[src/rtl/fifo_dram_ctrl_pkg.sv]
// rtl/fifo_dram_ctrl_pkg.sv - shared length codes, line geometry and state encoding
package fifo_dram_ctrl_pkg;

  // Packer length codes; a larger code means a shorter push.
  localparam logic [3:0] LEN_HOLD = 4'd0;
  localparam logic [3:0] LEN_64   = 4'd1;
  localparam logic [3:0] LEN_48   = 4'd2;
  localparam logic [3:0] LEN_32   = 4'd3;
  localparam logic [3:0] LEN_16   = 4'd4;

  // A line is 17 units of 16 bits (272 bits).
  localparam int UNIT_BITS  = 16;
  localparam int LINE_UNITS = 17;

  typedef enum logic [1:0] {
    ST_FILL = 2'd0,
    ST_PAD  = 2'd1,
    ST_EMIT = 2'd2
  } state_t;

endpackage

[src/rtl/fifo_dram_len_decode.sv]
// rtl/fifo_dram_len_decode.sv - length code to fill-unit count plus validity flag
module fifo_dram_len_decode
  import fifo_dram_ctrl_pkg::*;
#(
  parameter int UW = 3
) (
  input  logic [3:0]    len,
  output logic [UW-1:0] units,
  output logic          valid
);

  // Map each legal length code to its unit count; anything else counts as zero units.
  always_comb begin
    units = '0;
    case (len)
      LEN_16:  units = UW'(1);
      LEN_32:  units = UW'(2);
      LEN_48:  units = UW'(3);
      LEN_64:  units = UW'(4);
      default: units = '0;
    endcase
    valid = (units != '0);
  end

endmodule

[src/rtl/fifo_dram_ctrl.sv]
// rtl/fifo_dram_ctrl.sv - sequencing controller for the 272-bit line packer
module fifo_dram_ctrl #(
  parameter int UNIT_BITS  = 16,
  parameter int LINE_UNITS = 17,
  parameter int CNT_W      = 5,
  parameter int LCNT_W     = 16
) (
  input  logic              clk,
  input  logic              rst,
  input  logic              in_valid,
  output logic              in_ready,
  input  logic [63:0]       in_data,
  input  logic [3:0]        in_len,
  input  logic              in_inv,
  input  logic              flush,
  output logic [63:0]       pk_din,
  output logic [3:0]        pk_len,
  output logic              pk_inv,
  output logic              pk_ce,
  output logic              line_valid,
  input  logic              line_ready,
  output logic [4:0]        line_pad,
  output logic [LCNT_W-1:0] line_cnt,
  output logic              err_len
);

  import fifo_dram_ctrl_pkg::state_t;
  import fifo_dram_ctrl_pkg::ST_FILL;
  import fifo_dram_ctrl_pkg::ST_PAD;
  import fifo_dram_ctrl_pkg::ST_EMIT;
  import fifo_dram_ctrl_pkg::LEN_HOLD;
  import fifo_dram_ctrl_pkg::LEN_16;

  // A 64-bit push carries at most this many units.
  localparam int PUSH_UNITS_MAX = 64 / UNIT_BITS;
  localparam int UW             = $clog2(PUSH_UNITS_MAX + 1);

  logic [UW-1:0]     units;
  logic              len_ok;
  state_t            state, state_nxt;
  logic [CNT_W-1:0]  fill, fill_nxt;
  logic [4:0]        pad_nxt;
  logic [LCNT_W-1:0] cnt_nxt;
  logic              pend, pend_nxt;
  logic              err_nxt;
  logic              push;
  logic [CNT_W:0]    fill_sum;
  logic              fits;

  fifo_dram_len_decode #(.UW(UW)) u_len_decode (
    .len   (in_len),
    .units (units),
    .valid (len_ok)
  );

  assign fill_sum = {1'b0, fill} + (CNT_W+1)'(units);
  assign fits     = (fill_sum <= (CNT_W+1)'(LINE_UNITS));

  // State register and line bookkeeping; reset clears everything asynchronously.
  always_ff @(posedge clk or posedge rst) begin
    if (rst) begin
      state    <= ST_FILL;
      fill     <= '0;
      pend     <= 1'b0;
      line_pad <= '0;
      line_cnt <= '0;
      err_len  <= 1'b0;
    end else begin
      state    <= state_nxt;
      fill     <= fill_nxt;
      pend     <= pend_nxt;
      line_pad <= pad_nxt;
      line_cnt <= cnt_nxt;
      err_len  <= err_nxt;
    end
  end

  // Next-state and packer drive; outputs are forced low while reset is held.
  always_comb begin
    state_nxt  = state;
    fill_nxt   = fill;
    pad_nxt    = line_pad;
    cnt_nxt    = line_cnt;
    pend_nxt   = pend;
    err_nxt    = 1'b0;
    push       = 1'b0;
    in_ready   = 1'b0;
    pk_din     = '0;
    pk_len     = LEN_HOLD;
    pk_inv     = 1'b0;
    pk_ce      = 1'b0;
    line_valid = 1'b0;
    if (!rst) begin
      case (state)
        ST_FILL: begin
          in_ready = fits || !len_ok;
          push     = in_valid && len_ok && fits;
          err_nxt  = in_valid && !len_ok;
          if (push) begin
            pk_din   = in_data;
            pk_len   = in_len;
            pk_inv   = in_inv;
            pk_ce    = 1'b1;
            fill_nxt = fill_sum[CNT_W-1:0];
          end
          if (flush) pend_nxt = 1'b1;
          // A completed line wins, then a misfit auto-close, then a pending flush.
          if (push && fill_sum == (CNT_W+1)'(LINE_UNITS)) begin
            state_nxt = ST_EMIT;
          end else if (in_valid && len_ok && !fits) begin
            state_nxt = ST_PAD;
          end else if (flush || pend) begin
            if (fill_nxt == '0) pend_nxt = 1'b0;
            else                state_nxt = ST_PAD;
          end
        end
        ST_PAD: begin
          pk_len   = LEN_16;
          pk_ce    = 1'b1;
          fill_nxt = fill + CNT_W'(1);
          pad_nxt  = line_pad + 5'd1;
          if (fill == CNT_W'(LINE_UNITS - 1)) state_nxt = ST_EMIT;
        end
        ST_EMIT: begin
          line_valid = 1'b1;
          if (line_ready) begin
            fill_nxt  = '0;
            pad_nxt   = '0;
            cnt_nxt   = line_cnt + LCNT_W'(1);
            pend_nxt  = 1'b0;
            state_nxt = ST_FILL;
          end
        end
        default: state_nxt = ST_FILL;
      endcase
    end
  end

  // Fill must never run past a full line.
  always @(posedge clk) begin
    if (!rst) assert (fill <= CNT_W'(LINE_UNITS));
  end

endmodule
[config.mk]
export PLATFORM = sky130hd
export DESIGN_NAME = fifo_dram_ctrl
export DESIGN_NICKNAME = d
export VERILOG_FILES = /design/src/rtl/fifo_dram_ctrl_pkg.sv /design/src/rtl/fifo_dram_len_decode.sv /design/src/rtl/fifo_dram_ctrl.sv
export SDC_FILE = /design/constraint.sdc
export NUM_CORES = 1
export LEC_CHECK = 0
export ABC_CLOCK_PERIOD_IN_PS = 4270
export BUFFER_PORTS_ARGS = -buffer_cell sky130_fd_sc_hd__buf_4
export CAP_MARGIN = 20
export CORE_MARGIN = 1.5
export CORE_UTILIZATION = 42
export DETAILED_ROUTE_END_ITERATION = 10
export PLACE_DENSITY_LB_ADDON = 0.2
export SLEW_MARGIN = 20
export SYNTH_ARGS = -nofsm -noshare
export SYNTH_HDL_FRONTEND = slang
export SYNTH_HIERARCHICAL = 1
export SYNTH_SLANG_ARGS = --single-unit
[constraint.sdc]
create_clock -name clk -period 4.27 [get_ports clk]
set_input_delay 0.6405 -clock clk [delete_from_list [all_inputs] [get_ports clk]]
set_output_delay 0.6405 -clock clk [all_outputs]
set_load 0.03 [all_outputs]
# [After elaboration in Yosys (flattened, before gate mapping)]
# Index checks and enable logic that the tools add are counted.
[op_classes] add_sub_neg=4 n_lt_le_gt_ge=1 n_eq_ne=12 muxes=39 bitwise=1 n_reduce_logical=20
[op_table] cell="two-way mux 64 bit" count=3
[op_table] cell="two-way mux 5 bit" count=4
[op_table] cell="two-way mux 1 bit" count=17
[op_table] cell="adder 16 x 1 -> 16 bit, second input constant" count=1
[op_table] cell="case mux 5 bit (3 select lines)" count=1
[op_table] cell="two-way mux 2 bit" count=6
[op_table] cell="case mux 3 bit (4 select lines)" count=1
[op_table] cell="AND reduction 3 bit" count=4
[op_table] cell="adder 5 x 1 -> 5 bit, second input constant" count=2
[op_table] cell="case mux 5 bit (2 select lines)" count=1
[op_table] cell="== test 4 x 2 -> 1 bit, second input constant" count=2
[op_table] cell="two-way mux 4 bit" count=2
[op_table] cell="!= test 4 bit, second input constant" count=2
[op_table] cell="case mux 4 bit (2 select lines)" count=1
[op_table] cell="adder 5 x 3 -> 6 bit" count=1
[op_table] cell="== test 6 x 5 -> 1 bit, second input constant" count=1
[op_table] cell="less-or-equal comparator 6 x 5 -> 1 bit, second input constant" count=1
[op_table] cell="case mux 2 bit (3 select lines)" count=1
[op_table] cell="nonzero test 3 bit" count=2
[op_table] cell="== test 5 bit, second input constant" count=1
[op_table] cell="logical AND 1 bit" count=5
[op_table] cell="logical NOT 5 bit" count=1
[op_table] cell="AND reduction 5 bit" count=1
[op_table] cell="== test 4 x 1 -> 1 bit, second input constant" count=1
[op_table] cell="other kinds (10)" count=15
[word_totals] register_bits=30 out_inout_bits=94 wordCells=83

# [Depth between registers and ports, before layout]
[logic_depth] word_depth=14 ltp_mapped=14 depth_no_buf=10

# [Modules after synthesis]
# The synthesis kept the hierarchy.
[modules_own_cells] module="fifo_dram_ctrl" instances=1 cells_per_inst=275 area_per_inst_um2=2387.3 seq_area_each_um2=750.7
[modules_own_cells] module="fifo_dram_len_decode" instances=1 cells_per_inst=7 area_per_inst_um2=52.6 seq_area_each_um2=0.0

# [Worst setup path before layout]
# OpenSTA, ideal clock, no wires.
[synth_path] path_type="input to output" startpoint="in in_len[2]" endpoint="out pk_din[46]" arrival_time_ns=3.207 required_time_ns=3.629 slack_ns=0.422 stages=14 path_buffers=4 cell_sequence="xnor2_1 > nor3_2 > ha_1 > fa_1 > and3_1 > o22a_1 > a311o_1 > and3b_1 > buf_6 > and3_4 > buf_6 > buf_8 > buf_8 > and2_4"
[synth_via] elab_chain_len=8 elab_cells_between_ends=13
[synth_rtl] item="from (decl)" line="fifo_dram_ctrl.sv:13" source="input logic [3:0] in_len,"
[synth_rtl] item="== test 4 x 1 -> 1 bit (tied with other cells)" line="fifo_dram_len_decode.sv:15" source="case (len)"
[synth_rtl] item="case mux 3 bit (4 select lines) (*)" line="fifo_dram_len_decode.sv:15"
[synth_rtl] item="named net units[0]" line="fifo_dram_ctrl.sv:38" source="logic [UW-1:0] units;"
[synth_rtl] item="adder 5 x 3 -> 6 bit or nonzero test 3 bit (tied branches)" line="fifo_dram_ctrl.sv:56, fifo_dram_len_decode.sv:22"
[synth_rtl] item="less-or-equal comparator 6 x 5 -> 1 bit or logical AND 1 bit (tied branches)" line="fifo_dram_ctrl.sv:57, fifo_dram_ctrl.sv:97"
[synth_rtl] item="logical AND 1 bit (*)" line="fifo_dram_ctrl.sv:97" source="push = in_valid && len_ok && fits;"
[synth_rtl] item="two-way mux 64 bit (*)" line="fifo_dram_ctrl.sv:99" source="if (push) begin"
[synth_rtl] item="two-way mux 64 bit (*)" line="fifo_dram_ctrl.sv:94" source="case (state)"
[synth_rtl] item="two-way mux 64 bit (*)" line="fifo_dram_ctrl.sv:93" source="if (!rst) begin"
[synth_rtl] item="to (decl)" line="fifo_dram_ctrl.sv:16" source="output logic [63:0] pk_din,"
# The timed path passes the listed nets; every way through them passes the cells marked *.

# [Worst setup path in the final report]
[layout_path] startpoint="in in_len[2]" endpoint="out pk_din[42]"
# The elaborated chain is that of the path after synthesis.

==> results.json <==
{
  "outcome": "finished clean",
  "hold_path_class": "flip-flop to flip-flop",
  "grt-ovfl-total": 0,
  "io_pins": 168,
  "coreArea_mm2": 0.00554,
  "clk_pin_slew_ns": 0.07,
  "postLayoutCoreUtil": 0.701,
  "clk_latency_ns": 0.29,
  "instances_no_fill": 521,
  "ant_nets": 0,
  "portBuffers": 167,
  "fin_crit_ns": 4.06,
  "cts.sinks": 30,
  "drtIter0Drc": 169,
  "ys_top_cells_by_area": "dfrtp_1, and2_1, ha_1, xnor2_1, and2_4",
  "ys.flop_type": "dfrtp_1",
  "fin_skew_ns": 0.00501,
  "fin_nets": 534,
  "routed_wirelength_mm": 8.51,
  "globalplace.congestion": 0.961,
  "dp.cells": 513,
  "min_period_over_period": 0.952,
  "die_w_um": 79.2,
  "finalPower_uw": 1640,
  "fmax_ghz": 0.246,
  "min-delay-start": "line_cnt[15]",
  "cts_resized": 0,
  "grt_max_degree": 52,
  "worst_hold_path.endpoint": "line_cnt[15]",
  "tritoncts": "yes",
  "regToRegEndpoint": "state[1]",
  "crit_path_end_kind": "primary output",
  "syn_area_per_cell_um2": 8.65,
  "drv_cap": 0,
  "rrSetupSlack_ns": 1.43,
  "cts_hold_buf": 0,
  "drt-vias-per-instance": 5.18,
  "yosys.cell_types.count": 51,
  "finalSetupViolCount": 0,
  "syn2layout_area_growth_pct": 59.1,
  "grt_pass1_wl_mm": 12.7,
  "die_y_um": 79.2,
  "n_fill_cell": 454,
  "hold_violations": 0,
  "leakagePower_uw": 0.00205,
  "synth_cells": 282,
  "synth_top_cell_by_area": "dfrtp_1",
  "required_ns": 3.63,
  "clock_path_buffers": 2,
  "cts_made_buffers": 5,
  "cts_root_buffer": "clkbuf_8",
  "rows": 27,
  "power_density_mw_per_mm2": 422,
  "track_usage": 0.264,
  "synth_edf_count": 0,
  "start_util": 0.440,
  "worstReg2RegStart": "fill[0]",
  "rsz0062_at_grt": "no",
  "yosys_warnings": 6,
  "drv_slew": 0,
  "hold-path-cell-count": 1,
  "dieArea_mm2": 0.00628,
  "yosysSeqAreaShare": 0.308,
  "worstMarginPinSlew_ns": 0.502,
  "synth_top_area_share": 0.308,
  "final-seq-area_um2": 751,
  "crit_arrival_ns": 3.42,
  "critPathKind": "input port to primary output",
  "peakVddDrop_uv": 413,
  "h-tree-depth": 2,
  "vias": 2699,
  "slew_headroom": 0.664,
  "multi_input_area_mm2": 0.00157,
  "start_kind": "input port",
  "antenna_found_initial": 0,
  "final_layout_size_suffix_gt1_frac": 0.437,
  "antenna_cells": 0,
  "grt_pass1_vias": 2487,
  "dr.pass1.iters": 5,
  "tns_ns": 0,
  "syn-num-nets": 368,
  "drc": 0,
  "netlist_area_mm2": 0.00244,
  "cts_setup_buffers": 0,
  "dp_hpwl_mm": 6.75,
  "ys_seq_elements": 30,
  "wl_per_cell_um": 16.3,
  "r2r_cells": 8,
  "cp_max_fo": 51,
  "ys_async_sr_fraction": 1.00
}
## metal layers
metal  vias to the layer above  track usage  wire (um)
li1                       1292            -          -
met4                         0       0.0702        158
met5                         -            0          0
met3                        13       0.0713        936
met2                       130        0.476       4320
met1                      1264        0.307       3100
## stage by stage
step	cell area [um2]	hold WS, ns	setup slack, ns
floorplan	2440	0.474	0.422
global placement	3740	0.465	0.265
detailed placement	3740	0.472	0.222
CTS	3880	0.485	0.221
global route	3880	0.503	0.0544
finish	3880	0.480	0.207
## sequential cells by signal (all words and copies together) (netlist names)
name	count
state	2
pend	1
fill	5
line_cnt	16
err_len	1
line_pad	5
## worst max-delay path, cell delays in order
cell and delay, ns:
buf_4 0.14, xnor2_1 0.18, nor3_2 0.05, ha_1 0.23, fa_1 0.44, and3_1 0.21
o22a_1 0.24, a311o_1 0.31, and3b_1 0.21, and3_4 0.24, buf_12 0.19, and2_1 0.17
buf_4 0.17
## report_power, final
part | switching [uW] | leakage, uW | total, uW | internal, uW
Combinational | 472 | 0.00158 | 816 | 344
Sequential | 106 | 0.000395 | 463 | 357
Clock | 111 | 0.0000714 | 360 | 249
## cell usage in the layout (no fill, tap or decap), types with 2 or more instances in the layout
master and n:
buf_4 169, nor2_1 16, xor2_1 9, nor2b_1 2, a31oi_1 2, nand3_1 9
inv_1 10, nand4_1 6, clkbuf_8 6, mux2_2 3, o21a_1 2, xnor2_1 12
nand2b_1 5, mux2i_1 2, ha_1 11, and3b_1 2, nor3b_1 3, o211ai_1 2
dfrtp_1 30, and3_1 4, nand2_1 17, o2bb2ai_1 2, nor3_1 7, o21ai_0 9
and2_1 58, a21oi_1 14, bufinv_16 2, a21o_1 3, and2_4 10
## area by class of cell
class,count,share of cell area
clock inverters,2,0.0155
repair buffers,170,0.332
multi-input cells,231,0.405
inverters,10,0.00967
flip-flops and latches,30,0.193
well taps,72,0.0232
clock buffers,6,0.0213
## worst max-delay path by stage
stage	startpoint	to	slack, ns	cells after the start
2_1_floorplan	in_len[2]	pk_din[46]	0.42	14
3_3_place_gp	in_len[2]	pk_din[42]	0.26	13
3_5_place_dp	in_len[2]	pk_din[7]	0.22	13
4_1_cts	in_len[2]	pk_din[42]	0.22	13
5_1_grt	in_len[2]	pk_din[29]	0.05	13
6_report	in_len[2]	pk_din[42]	0.21	13
## Yosys cell counts, types with 4 or more instances
cell and n:
ha_1 11, nand2_1 17, o21ai_0 9, inv_1 10, clkbuf_1 6, and2_1 58
and2_4 10, nand4_1 6, xnor2_1 12, nand2b_1 5, dfrtp_1 30, a21oi_1 14
xor2_1 9, and3_1 4, nor2_1 16, nand3_1 9, nor3_1 7
## kinds of logic (layout without fill, tap and decap cells)
kind of cell / count (synthesis) / after routing / share of synthesized area
xor gates and xnor gates: 21 / 21 / 0.0754
and+or+nand+nor: 147 / 147 / 0.357
AOI/OAI and AO/OA: 46 / 46 / 0.125
adders and majority gates: 12 / 12 / 0.0646
buffers and inverters: 21 / 188 / 0.0482
muxes: 5 / 5 / 0.0221
DFF: 30 / 30 / 0.308
Note: power is estimated with default switching activity, not from simulation.
